`config.mk`:
```
export PLATFORM = sky130hd
export DESIGN_NAME = regfile_wb_stage
export DESIGN_NICKNAME = d
export VERILOG_FILES = /design/src/rtl/regfile_wb_stage.sv
export SDC_FILE = /design/constraint.sdc
export NUM_CORES = 2
export LEC_CHECK = 0
export CELL_PAD_IN_SITES_DETAIL_PLACEMENT = 0
export CELL_PAD_IN_SITES_GLOBAL_PLACEMENT = 1
export CORE_UTILIZATION = 45
export DETAILED_ROUTE_END_ITERATION = 8
export PLACE_DENSITY = 0.79
export SKIP_LAST_GASP = 1
export SYNTH_ARGS = -nofsm -noshare
export SYNTH_HDL_FRONTEND = slang
export SYNTH_SLANG_ARGS = --single-unit
```
`constraint.sdc`:
```
create_clock -name clk -period 2.9 [get_ports clk]
set_input_delay 0.29 -clock clk [delete_from_list [all_inputs] [get_ports clk]]
set_output_delay 0.29 -clock clk [all_outputs]
set_load 0.005 [all_outputs]
```
`src/rtl/regfile_wb_stage.sv`:
```
// regfile_wb_stage: write-back stage register in front of an NREG x DATA_W
// general register file.
//
// A write-back request {addr, data, we} is captured into a pending slot on a
// rising edge. It is committed to the array on the following edge. Both read
// ports bypass from the pending slot, so a captured value is readable right
// after its capture edge. Register 0 always reads as zero.
//
// Ports
//   clk, rst_n            clock (rising edge), asynchronous active-low reset
//   wb_valid_i, wb_we_i   slot holds a real instruction / instruction writes a reg
//   wb_addr_i, wb_data_i  destination register (from the rt/rd mux) and data
//   stall_i               do not capture this cycle; insert a bubble
//   flush_i               discard the input and clear the pending write
//   rs_addr_i, rt_addr_i  read port A / B addresses
//   rs_data_o, rt_data_o  read port A / B data (combinational)
//   wb_pending_o          a captured write is waiting to commit
//   wb_paddr_o            address of the pending write, 0 when none is pending
module regfile_wb_stage #(
  parameter int unsigned DATA_W = 32,
  parameter int unsigned ADDR_W = 5,
  parameter int unsigned NREG   = 32
) (
  input  logic              clk,
  input  logic              rst_n,
  input  logic              wb_valid_i,
  input  logic              wb_we_i,
  input  logic [ADDR_W-1:0] wb_addr_i,
  input  logic [DATA_W-1:0] wb_data_i,
  input  logic              stall_i,
  input  logic              flush_i,
  input  logic [ADDR_W-1:0] rs_addr_i,
  input  logic [ADDR_W-1:0] rt_addr_i,
  output logic [DATA_W-1:0] rs_data_o,
  output logic [DATA_W-1:0] rt_data_o,
  output logic              wb_pending_o,
  output logic [ADDR_W-1:0] wb_paddr_o
);

  typedef struct packed {
    logic              valid;
    logic [ADDR_W-1:0] addr;
    logic [DATA_W-1:0] data;
  } pend_t;

  pend_t             pend_q;
  logic [ADDR_W-1:0] paddr_q;
  logic [DATA_W-1:0] regs [NREG];

  logic              cap_ok_c;

  // A write qualifies only if it is real, enables a write and does not target r0.
  assign cap_ok_c = wb_valid_i & wb_we_i & (wb_addr_i != '0);

  // Register array: commits the pending write on every edge, regardless of stall/flush.
  always_ff @(posedge clk or negedge rst_n) begin
    if (!rst_n) begin
      for (int i = 0; i < int'(NREG); i++) begin
        regs[i] <= '0;
      end
    end else if (pend_q.valid) begin
      regs[pend_q.addr] <= pend_q.data;
    end
  end

  // Pending slot capture, priority flush > stall > normal.
  // During a stall addr/data hold, but the slot is emptied (bubble).
  always_ff @(posedge clk or negedge rst_n) begin
    if (!rst_n) begin
      pend_q <= '0;
    end else if (flush_i) begin
      pend_q.valid <= 1'b0;
      pend_q.addr  <= '0;
    end else if (stall_i) begin
      pend_q.valid <= 1'b0;
    end else begin
      pend_q.valid <= cap_ok_c;
      pend_q.addr  <= cap_ok_c ? wb_addr_i : '0;
      pend_q.data  <= wb_data_i;
    end
  end

  // Hazard-visible pending address: registered separately so it reads 0
  // whenever nothing is pending, even while pend_q.addr holds across a stall.
  always_ff @(posedge clk or negedge rst_n) begin
    if (!rst_n) begin
      paddr_q <= '0;
    end else if (flush_i || stall_i || !cap_ok_c) begin
      paddr_q <= '0;
    end else begin
      paddr_q <= wb_addr_i;
    end
  end

  // Read port A with bypass from the pending write.
  always_comb begin
    rs_data_o = '0;
    if (rs_addr_i != '0) begin
      if (pend_q.valid && (pend_q.addr == rs_addr_i)) begin
        rs_data_o = pend_q.data;
      end else begin
        rs_data_o = regs[rs_addr_i];
      end
    end
  end

  // Read port B, identical to port A.
  always_comb begin
    rt_data_o = '0;
    if (rt_addr_i != '0) begin
      if (pend_q.valid && (pend_q.addr == rt_addr_i)) begin
        rt_data_o = pend_q.data;
      end else begin
        rt_data_o = regs[rt_addr_i];
      end
    end
  end

  assign wb_pending_o = pend_q.valid;
  assign wb_paddr_o   = paddr_q;

endmodule

```
# Word-level counts from Yosys, hierarchy flattened
# Index checks and enable logic that the tools add are counted.
[op_classes]
n_lt_le_gt_ge = 4
n_eq_ne = 3
n_mux = 18
bitwise = 7
reduce_logical = 10
[ops]
columns = ["op", "n"]
rows = [
  ["1024-bit bitwise mux", 1],
  ["32-bit binary-select mux with 5-bit select", 2],
  ["32-bit 2-to-1 mux", 9],
  ["32-bit demux with 5-bit select", 1],
  ["37-bit 2-to-1 mux", 1],
  ["6-bit >= comparator, second input constant", 3],
  ["5-bit inverter with 6-bit output", 3],
  ["5-bit nonzero test", 3],
  ["5-bit == test", 2],
  ["5-bit 2-to-1 mux", 2],
  ["6-bit by 1-bit less-than comparator with 1-bit output, second input constant", 1],
  ["6-bit 2-to-1 mux", 1],
  ["1-bit logical AND", 3],
  ["1-bit AND", 2],
  ["1-bit logical OR", 2],
  ["2-bit by 1-bit inequality test with 1-bit output, second input constant", 1],
  ["1-bit inverter", 2],
  ["2-bit AND reduction", 1],
  ["1-bit logical NOT", 1],
  ["1-bit 2-to-1 mux", 1],
]
[totals]
regBits = 1067
inputBits = 53
out_inout_bits = 70
wordCells = 78

# Longest topological paths before layout
[depth]
depth_word = 6
ltp_mapped = 11
ltp_nobuf = 6

# Worst setup path before layout
# Ideal clock, no wire load.
[synth_timing]
path_type = "input-to-output"
from = "in rs_addr_i[0]"
to = "out rs_data_o[23]"
arrival_time_ns = 1.875
required_ns = 2.610
slack_ns = 0.735
cell_stages = 7
n_path_buf = 3
path_cell_list = "buf_4 -> buf_6 -> buf_2 -> mux4_2 -> a22oi_1 -> a21oi_1 -> a211o_1"
[synth_via]
elab_chain_cells = 6
word_cells_on_any_way = 9
cone_classes = "eq/ne: 1; mux: 5; bitwise: 1; reduce/logical: 2"
[synth_rtl]
columns = ["element", "line", "source"]
rows = [
  ["start: declaration", "32", "input logic [ADDR_W-1:0] rs_addr_i,"],
  ["5-bit inverter with 6-bit output (not written as such)", "102", "rs_data_o = regs[rs_addr_i];"],
  ["32-bit binary-select mux with 5-bit select", "102", ""],
  ["32-bit 2-to-1 mux (not written as such) (2 in a row)", "102", ""],
  ["32-bit 2-to-1 mux", "99", "if (pend_q.valid && (pend_q.addr == rs_addr_i)) begin"],
  ["32-bit 2-to-1 mux (*)", "98", "if (rs_addr_i != '0) begin"],
  ["end: declaration", "34", "output logic [DATA_W-1:0] rs_data_o,"],
]
# Every way passes the cells marked *; elsewhere a longest branch is shown, timed or not. The select of a mux whose other input is x is not followed.

# Final worst setup path
[layout_timing]
from = "reg pend_q[34] (netlist bit)"
to = "out rs_data_o[20]"
[layout_via]
elab_chain_cells = 4
[layout_rtl]
columns = ["element", "line", "source"]
rows = [
  ["start: declaration", "46", "pend_t pend_q;"],
  ["5-bit == test", "99", ""],
  ["1-bit logical AND", "99", ""],
  ["32-bit 2-to-1 mux", "99", ""],
  ["32-bit 2-to-1 mux", "98", ""],
]
# No other way between the ends.

==> results.json <==
{
  "cellPowerDensity_nw_per_um2": 517,
  "syn_area_um2": 57300,
  "cp_slowest_cell": "dfrtp_2",
  "grt_first_pass_wirelength_um": 296000,
  "die-area_um2": 129000,
  "gp_congestion": 0.909,
  "synth_top_family_by_area": "multiplexers",
  "netlist_instances": 4015,
  "gr-usage-met1": 0.413,
  "status": "finished with violations",
  "grt_pass1_vias": 41700,
  "synth_ff_type": "dfrtp_1",
  "met2_usage": 0.486,
  "crit_path_end_kind": "primary output",
  "finalNetCount": 4423,
  "cp-start-kind": "register",
  "power_leakage_nw": 32.3,
  "post_drt_via_cell_ratio": 6.67,
  "yosysMostFrequentCell": "dfrtp_1",
  "drt-pass1-iter-count": 6,
  "synth-simple-area-share": 0.0242,
  "rsz0062_at_grt": "yes",
  "die_w_um": 359,
  "use_met3": 0.0615,
  "required_ns": 2.61,
  "power.total_mw": 35.8,
  "slowest_delay_ns": 0.47,
  "ir_drop_mv": 0.473,
  "maxCapViolations": 0,
  "grt_busiest_layer": "met2",
  "hold_viol": 0,
  "dieHeight_um": 359,
  "drt_iter0_drc": 4311,
  "r2r_start": "pend_q[34]",
  "synth_mux_area_frac": 0.411,
  "cts-root-buf": "clkbuf_16",
  "path_cells": "xor2_2 -> nor4_2 -> buf_4 -> nand3_4 -> buf_6 -> buf_6 -> nor2_4 -> buf_6 -> a211o_1 -> buf_2",
  "synth_common_cells": "dfrtp_1, mux2_2, mux2i_1, mux4_2, clkbuf_1",
  "r2r_slack_ns": 0.13,
  "stdcell_area_um2": 69200,
  "rr_worst_depth": 6,
  "dp_hpwl_um": 131000,
  "fin_crit_sh": 1.12,
  "synth_top_cell_by_area": "dfrtp_1",
  "cp.buffers_inverters": 5,
  "finalSetupViolCount": 64,
  "grt_overflow_total": 0,
  "crit_type": "register to primary output",
  "violations": "setup timing",
  "crit_start": "pend_q[34]",
  "cts_tree": "done",
  "path_clk_slew_ns": 0.06,
  "critical_path.top_delay_family": "buffers and inverters",
  "synth_async_sr_flop_share": 1.00,
  "worst_pin_slew_ns": 0.860,
  "post-place-ws_ns": -0.583,
  "grtUsageTotal": 0.314,
  "rows": 130,
  "critPathArrivalTime_ns": 2.97,
  "synth_edf_count": 0,
  "max_freq_mhz": 307,
  "yosys_warnings": 0,
  "synthTopCellsByArea": "dfrtp_1, mux2_2, mux4_2",
  "slew_violations": 0,
  "area_delta_synth_final_pct": 20.7,
  "max-slew-margin-rel": 0.423,
  "crit_top_cell": "buf_6",
  "remaining_drc_errors": 0,
  "hp-class": "input port to async pin",
  "antenna_found_initial": 6,
  "num_vias": 40800,
  "worstPathMaxFanout": 5,
  "place.port_buffers": 122,
  "period_minus_slack_ns": 3.26,
  "core_area_um2": 126000,
  "routed_wl_um": 204000,
  "synth_compound_area_frac": 0.0588,
  "placed_area_um2": 63900,
  "antenna_left": 0,
  "synth_seq_area_share": 0.466,
  "clk_path_buf_depth": 3,
  "num_io_pins": 123,
  "r2r-end": "regs[489]",
  "start_util": 0.455,
  "clock_skew_ns": 0.0234,
  "synth_fa_ha_area_frac": 0,
  "clock_sinks": 1067,
  "htreeDepth": 3,
  "clk_latency_ns": 0.72,
  "synth.distinct_cells": 65,
  "ys_ff_latch": 1067,
  "numCtsBuffers": 115,
  "grt_max_degree": 102,
  "synth_area_per_cell_um2": 14.3,
  "syn_nets": 4068,
  "yosysTopAreaCellShare": 0.466,
  "fin_ws_ns": -0.361,
  "synth_xor_xnor_area_share": 0.00153,
  "wl_per_cell_um": 33.4,
  "drive_gt1_frac": 0.525
}
layout make-up:
cell class | count | area, µm²
timing repair buffer | 651 | 6840
fill | 10100 | 56900
clock inverter | 52 | 752
clock buffer | 156 | 3260
multi-input combinational | 2527 | 29500
antenna | 1 | 2.50
sequential | 1067 | 26700
tap | 1650 | 2060
inverter | 8 | 30.0
cells by family after synthesis:
family	Yosys count
AO/OA/AOI/OAI	467
XOR/XNOR	10
buffers and inverters	421
flip-flops	1067
multiplexers	1778
AND/OR/NAND/NOR	272
how the worst max path moves through the flow:
| stage | end | slack, ns | cells past startpoint |
|---|---|---|---|
| final | rs_data_o[20] | -0.36 | 10 |
| after global routing | rs_data_o[2] | -0.39 | 10 |
| after CTS | rs_data_o[22] | -0.33 | 10 |
| after global placement | rt_data_o[13] | -0.60 | 10 |
| after floorplan | rs_data_o[23] | 0.74 | 7 |
| after detailed placement | rt_data_o[0] | -0.58 | 10 |
placed cells by master (no fill, tap or decap), types with 47 or more instances in the layout:
master,Yosys,final
buf_2,108,48
clkdlybuf4s50_1,0,48
buf_6,27,49
dfrtp_1,1067,1065
mux2_1,47,47
clkbuf_16,0,118
mux2_2,1021,1021
a21oi_1,71,50
mux2i_1,355,354
mux4_2,355,355
buf_12,2,129
a22oi_1,97,94
buf_4,41,355
per-stage QoR:
step | setup TNS, ns | utilization | hold WS, ns | cells
after floorplan | 0 | - | -0.00559 | 4015
after global placement | -15.55 | 0.507 | 0.302 | 5869
after detailed placement | -15.23 | 0.507 | 0.301 | 5869
after CTS | -14.08 | 0.547 | 0.142 | 6106
after global routing | -17.36 | 0.549 | 0.174 | 6111
final | -14.38 | 0.549 | 0.159 | 6112
sequential cells by signal, indices dropped and copies added (netlist names):
register / cells
pend_q: 37
wb_paddr_o: 5
wb_pending_o: 1
regs: 1024
report_power, final:
| part | leakage (nW) | total [mW] | switching (mW) | internal, mW |
|---|---|---|---|---|
| Combinational | 15.6 | 4.32 | 2.51 | 1.82 |
| Sequential | 14.7 | 15.7 | 0.426 | 15.3 |
| Clock | 1.96 | 15.8 | 6.32 | 9.44 |
per-layer routing:
layer  routed length, µm  up-vias
met5                  31        -
met4               13000        6
met3               18000      602
met2               93600     2146
met1               79200    21800
li1                    -    16200
what timing repair did:
item / in CTS / in global routing
setup buffers: 45 / 5
hold endpoints to repair: 51 / 0
pin swaps: 70 / 22
setup endpoints to repair: 64 / 64
gates resized for setup: 463 / 50
cloned: 2 / 1
hold buffers: 1 / 0
Power figures use the tool's default switching activity.
